$ cat src/rtl/regfile_scan_disp.sv
// Register file: one write port, two combinational read ports with write-through bypass.
// A scanner shows one register in hex on a multiplexed 7-segment display.
module regfile_scan_disp #(
  parameter int unsigned DATA_W     = 32,
  parameter int unsigned ADDR_W     = 5,
  parameter int unsigned NUM_DIGITS = 4,
  parameter int unsigned SCAN_DIV   = 16,
  parameter int unsigned DISP_REG   = 23
) (
  input  logic                  clk,
  input  logic                  rst,
  input  logic                  regwrite,
  input  logic [ADDR_W-1:0]     writeaddr,
  input  logic [DATA_W-1:0]     writedata,
  input  logic                  regread1,
  input  logic                  regread2,
  input  logic [ADDR_W-1:0]     readaddr1,
  input  logic [ADDR_W-1:0]     readaddr2,
  output logic [DATA_W-1:0]     readdata1,
  output logic [DATA_W-1:0]     readdata2,
  output logic [6:0]            leds,
  output logic [NUM_DIGITS-1:0] an
);

  localparam int unsigned DEPTH = 1 << ADDR_W;
  localparam int unsigned CNT_W = (SCAN_DIV > 1) ? $clog2(SCAN_DIV) : 1;
  localparam int unsigned DIG_W = (NUM_DIGITS > 1) ? $clog2(NUM_DIGITS) : 1;
  localparam logic [ADDR_W-1:0] DISP_ADDR = ADDR_W'(DISP_REG);
  localparam logic [CNT_W-1:0]  CNT_LAST  = CNT_W'(SCAN_DIV - 1);
  localparam logic [DIG_W-1:0]  DIG_LAST  = DIG_W'(NUM_DIGITS - 1);

  function automatic logic [6:0] hex7(input logic [3:0] nib);
    logic [6:0] seg;
    case (nib)
      4'h0: seg = 7'h3F;
      4'h1: seg = 7'h06;
      4'h2: seg = 7'h5B;
      4'h3: seg = 7'h4F;
      4'h4: seg = 7'h66;
      4'h5: seg = 7'h6D;
      4'h6: seg = 7'h7D;
      4'h7: seg = 7'h07;
      4'h8: seg = 7'h7F;
      4'h9: seg = 7'h6F;
      4'hA: seg = 7'h77;
      4'hB: seg = 7'h7C;
      4'hC: seg = 7'h39;
      4'hD: seg = 7'h5E;
      4'hE: seg = 7'h79;
      default: seg = 7'h71;
    endcase
    return seg;
  endfunction

  logic [DATA_W-1:0]     mem_q [DEPTH];
  logic [DATA_W-1:0]     mem_d [DEPTH];
  logic [CNT_W-1:0]      div_cnt_q, div_cnt_d;
  logic [DIG_W-1:0]      dig_q, dig_d;
  logic [DATA_W-1:0]     snap_q, snap_d;
  logic                  load_pend_q, load_pend_d;
  logic [NUM_DIGITS-1:0] an_q, an_d;
  logic [6:0]            leds_q, leds_d;
  logic                  div_wrap_c;
  logic [3:0]            nib_c;

  // Array update; r0 is never written so it stays zero.
  always_comb begin
    mem_d = mem_q;
    if (regwrite && writeaddr != '0) begin
      mem_d[writeaddr] = writedata;
    end
  end

  // Read ports: zero checks come before bypass so a write to r0 never forwards.
  always_comb begin
    readdata1 = '0;
    if (!rst && regread1 && readaddr1 != '0) begin
      if (regwrite && writeaddr == readaddr1) readdata1 = writedata;
      else                                    readdata1 = mem_q[readaddr1];
    end
  end

  always_comb begin
    readdata2 = '0;
    if (!rst && regread2 && readaddr2 != '0) begin
      if (regwrite && writeaddr == readaddr2) readdata2 = writedata;
      else                                    readdata2 = mem_q[readaddr2];
    end
  end

  // Scanner: snapshot is refreshed only between scans so a scan never tears.
  always_comb begin
    div_wrap_c  = (div_cnt_q == CNT_LAST);
    div_cnt_d   = div_wrap_c ? '0 : div_cnt_q + CNT_W'(1);
    dig_d       = dig_q;
    snap_d      = snap_q;
    load_pend_d = 1'b0;
    nib_c       = 4'(snap_q >> {dig_q, 2'b00});
    an_d        = NUM_DIGITS'(1) << dig_q;
    leds_d      = hex7(nib_c);
    if (div_wrap_c) begin
      dig_d = (dig_q == DIG_LAST) ? '0 : dig_q + DIG_W'(1);
    end
    if (load_pend_q || (div_wrap_c && dig_q == DIG_LAST)) begin
      snap_d = mem_q[DISP_ADDR];
    end
  end

  always_ff @(posedge clk) begin
    if (rst) begin
      for (int i = 0; i < int'(DEPTH); i++) begin
        mem_q[i] <= '0;
      end
      div_cnt_q   <= '0;
      dig_q       <= '0;
      snap_q      <= '0;
      load_pend_q <= 1'b1;
      an_q        <= '0;
      leds_q      <= '0;
    end else begin
      mem_q       <= mem_d;
      div_cnt_q   <= div_cnt_d;
      dig_q       <= dig_d;
      snap_q      <= snap_d;
      load_pend_q <= load_pend_d;
      an_q        <= an_d;
      leds_q      <= leds_d;
    end
  end

  assign an   = an_q;
  assign leds = leds_q;

endmodule

$ cat config.mk
export PLATFORM = sky130hd
export DESIGN_NAME = regfile_scan_disp
export DESIGN_NICKNAME = d
export VERILOG_FILES = /design/src/rtl/regfile_scan_disp.sv
export SDC_FILE = /design/constraint.sdc
export NUM_CORES = 2
export LEC_CHECK = 0
export ABC_AREA = 1
export CORE_MARGIN = 8
export CORE_UTILIZATION = 35
export DETAILED_ROUTE_END_ITERATION = 12
export PLACE_DENSITY = 0.48
export SLEW_MARGIN = 20
export SYNTH_ARGS = -nofsm -noshare
export SYNTH_HDL_FRONTEND = slang
export SYNTH_SLANG_ARGS = --single-unit
$ cat constraint.sdc
create_clock -name clk -period 2.1 [get_ports clk]
set_clock_uncertainty 0.05 [all_clocks]
set_input_delay 0.525 -clock clk [delete_from_list [all_inputs] [get_ports clk]]
set_output_delay 0.525 -clock clk [all_outputs]
set_load 0.005 [all_outputs]
==> results.toml <==
[synthesis]
synth_top_area_share = 0.362
syn_area_per_cell_sq_um = 5.93
synth_top_flop_cell = "dfxtp_1"
synth_largest_area_cell = "dfxtp_1"
post_synth_num_cell_types = 29
ys_seq_elements = 1058
synth_edf_count = 0
synth_nets = 9920
synth-seq-area-share = 0.362
netlist_area_sq_um = 58500
synthTopCellsByCount = "nand2_1 (2663), nor2_1 (1534), nand3_1 (1165)"
synth_warnings = 0
synthArstFlopShare = 0
synthCells = 9859
synth.area.top_cells = "dfxtp_1 (36%), nand2_1 (17%), nand3_1 (10%)"
yosysMostFrequentCell = "nand2_1"

[sta]
post-route-min-period_ns = 2.86
finalSetupTns_ns = -43.30
grt_setup_unrepaired = "true"
period_share = 1.36
maxSlewHeadroom = 0.363
tightestPinTransition_ns = 0.956
hold_viol = 0
drv_slew = 0
hold_slack_ns = 0.114
finalSetupViolCount = 64
max_freq_mhz = 350
fin_ws_ns = -0.760

[routing]
firstDrtPassIters = 6
antenna_left = 0
drc_errors = 0
drtIter0Drc = 7301
wl_per_cell_microns = 23.8
routed_via_density = 5.42
drt-total-wl_microns = 307000
routed-via-count = 70000

[placed_design]
gp_congestion = 0.913
portBuffers = 126
place_hpwl_microns = 189000
placed_area_sq_um = 69900

[run_status]
status = "complete, but fails checks"
violations = "negative setup slack"

[layout]
layout.nets = 10700
nFillCells = 16500
fin_area_sq_um = 84400
syn_to_final_growth_pct = 44.3
postLayoutCoreUtil = 0.507
drive_gt1_frac = 0.242

[setup_path]
critPathTopFamily = "buffers and inverters"
cp_data_required_time_ns = 1.52
cp.depth = 14
slowest_stage = "buf_16"
critPathLaunchType = "input pin"
crit_fanout = 7
worstPathCellList = "buf_16 -> clkinv_16 -> buf_16 -> buf_12 -> buf_8 -> nand4_1 -> nand3_1 -> inv_2 -> buf_12 -> buf_12 -> buf_12 -> o21ai_4 -> a21oi_4 -> buf_6"
cp-end-kind = "primary output"
worstSetupPathType = "in -> out"
worst_r2r_path_depth = 10
path_buf_inv = 10
crit_arrival_ns = 2.29
cp_common_cell = "buf_12"
crit_path_max_incr_delay_ns = 0.17

[global_route]
gr-total-overflow = 0
first_global_vias = 63800
grt_pass1_wl_microns = 435000
grt_antenna_before_repair = 7
grt_start_max_net_pins = 163
track_usage = 0.318

[pwr]
vdd_ir_drop_max_uv = 882
p_per_area_nw_per_um2 = 660
power_w = 0.0558
leakage_nw = 36.4

[floorplan]
core_area_sq_um = 167000
initial_core_util = 0.351
die_h_microns = 425
dieArea_sq_um = 181000
rows = 150
io_pins = 127
die-width_microns = 425

[clock_network]
cts-root-buf = "clkbuf_16"
clk_transition_reported_paths_ns = 0.06
clock_path_buffers = 3
htreeDepth = 4
cts.sinks = 1058
cts.hold.buffers_added = 0
cts-buffers-inserted = 135
cts_tree = "built"
insertion_delay_ns = 0.79

[min_path]
worstHoldPathCells = 4
hold_class = "in -> reg"

[run]
cap_viol_max_count = 0
## layer usage
layer / track usage / up-vias / routed length, microns
met3: 0.0502 / 795 / 24700
met4: 0.198 / 2 / 22900
li1: - / 32900 / -
met5: 0 / - / 15
met2: 0.495 / 3261 / 133000
met1: 0.413 / 33100 / 126000
## worst min-delay path: stages
cell     delay (ns)
buf_2          0.14
inv_8          0.08
o21ai_0        0.09
a21oi_1        0.04
## registers in the layout, indices dropped and copies added, names as in the netlist
name,flops
dig_q,2
mem_q,1024
load_pend_q,1
leds,7
an,4
snap_q,16
div_cnt_q,4
## report_power, final
part | total [W] | leakage (nW) | switching [W] | internal, W
Clock | 0.0246 | 2.26 | 0.00980 | 0.0148
Sequential | 0.0205 | 8.59 | 0.000121 | 0.0204
Combinational | 0.0107 | 25.6 | 0.00652 | 0.00414
Total | 0.0558 | 36.4 | 0.0164 | 0.0393
## stage by stage
stage,std cells,setup WS [ns]
final,12900,-0.760
after global routing,12900,-0.789
after CTS,12800,-0.778
after detailed placement,12400,-1.45
after global placement,12400,-1.46
after floorplan,9859,-0.00536
## logic make-up (layout without fill, tap and decap cells)
group	Yosys count	count (layout)	synth area share
simple gates	5389	5389	0.373
compound gates	1825	1825	0.156
buf+inv	1575	2436	0.106
flops	1058	1058	0.362
fa+ha+maj	9	9	0.00192
xor+xnor	3	3	0.000449
other cells	0	3	0
## layout by cell type, fill, tap and decap left out, types with 118 or more instances in the layout
cell type,synthesis,layout
nand2_1,2663,2403
clkbuf_16,0,181
buf_12,0,306
dfxtp_1,1058,970
buf_6,0,118
o21ai_0,1013,954
nand3_1,1165,853
buf_4,1,774
nor2_1,1534,1415
inv_1,701,675
a21oi_1,733,671
nand2_2,0,194
nand3_2,1,273
## area by class of cell
cell class	instances	area, sq um	share of cell area
inverters	742	2880	0.0341
repair buffers	1455	17700	0.209
clock inverters	39	616	0.00729
diodes	3	7.51	0.0000889
repair inverters	1	30.0	0.000356
well taps	2204	2760	0.0327
flip-flops and latches	1058	21300	0.252
clock buffers	199	3970	0.0471
multi-input cells	7226	35200	0.417
## worst paths after layout
kind                       startpoint                  endpoint  slack [ns]
max                      readaddr1[0]              readdata1[9]       -0.76
min                               rst   mem_q[539]$_SDFFE_PP0P_        0.11
max reg2reg     dig_q[1]$_SDFFE_PP0N_        leds[3]$_SDFF_PP0_        0.17
min reg2reg  mem_q[1003]$_SDFFE_PP0P_  mem_q[1003]$_SDFFE_PP0P_        0.38
## repair_timing
| action | in CTS | in global routing |
|---|---|---|
| endpoints found under the setup margin | 75 | 67 |
| gates cloned | 55 | 44 |
| buffers inserted | 177 | 77 |
| pin swaps | 199 | 414 |
| resized for setup | 1043 | 777 |
No activity file was read; power rests on OpenSTA's default activity.
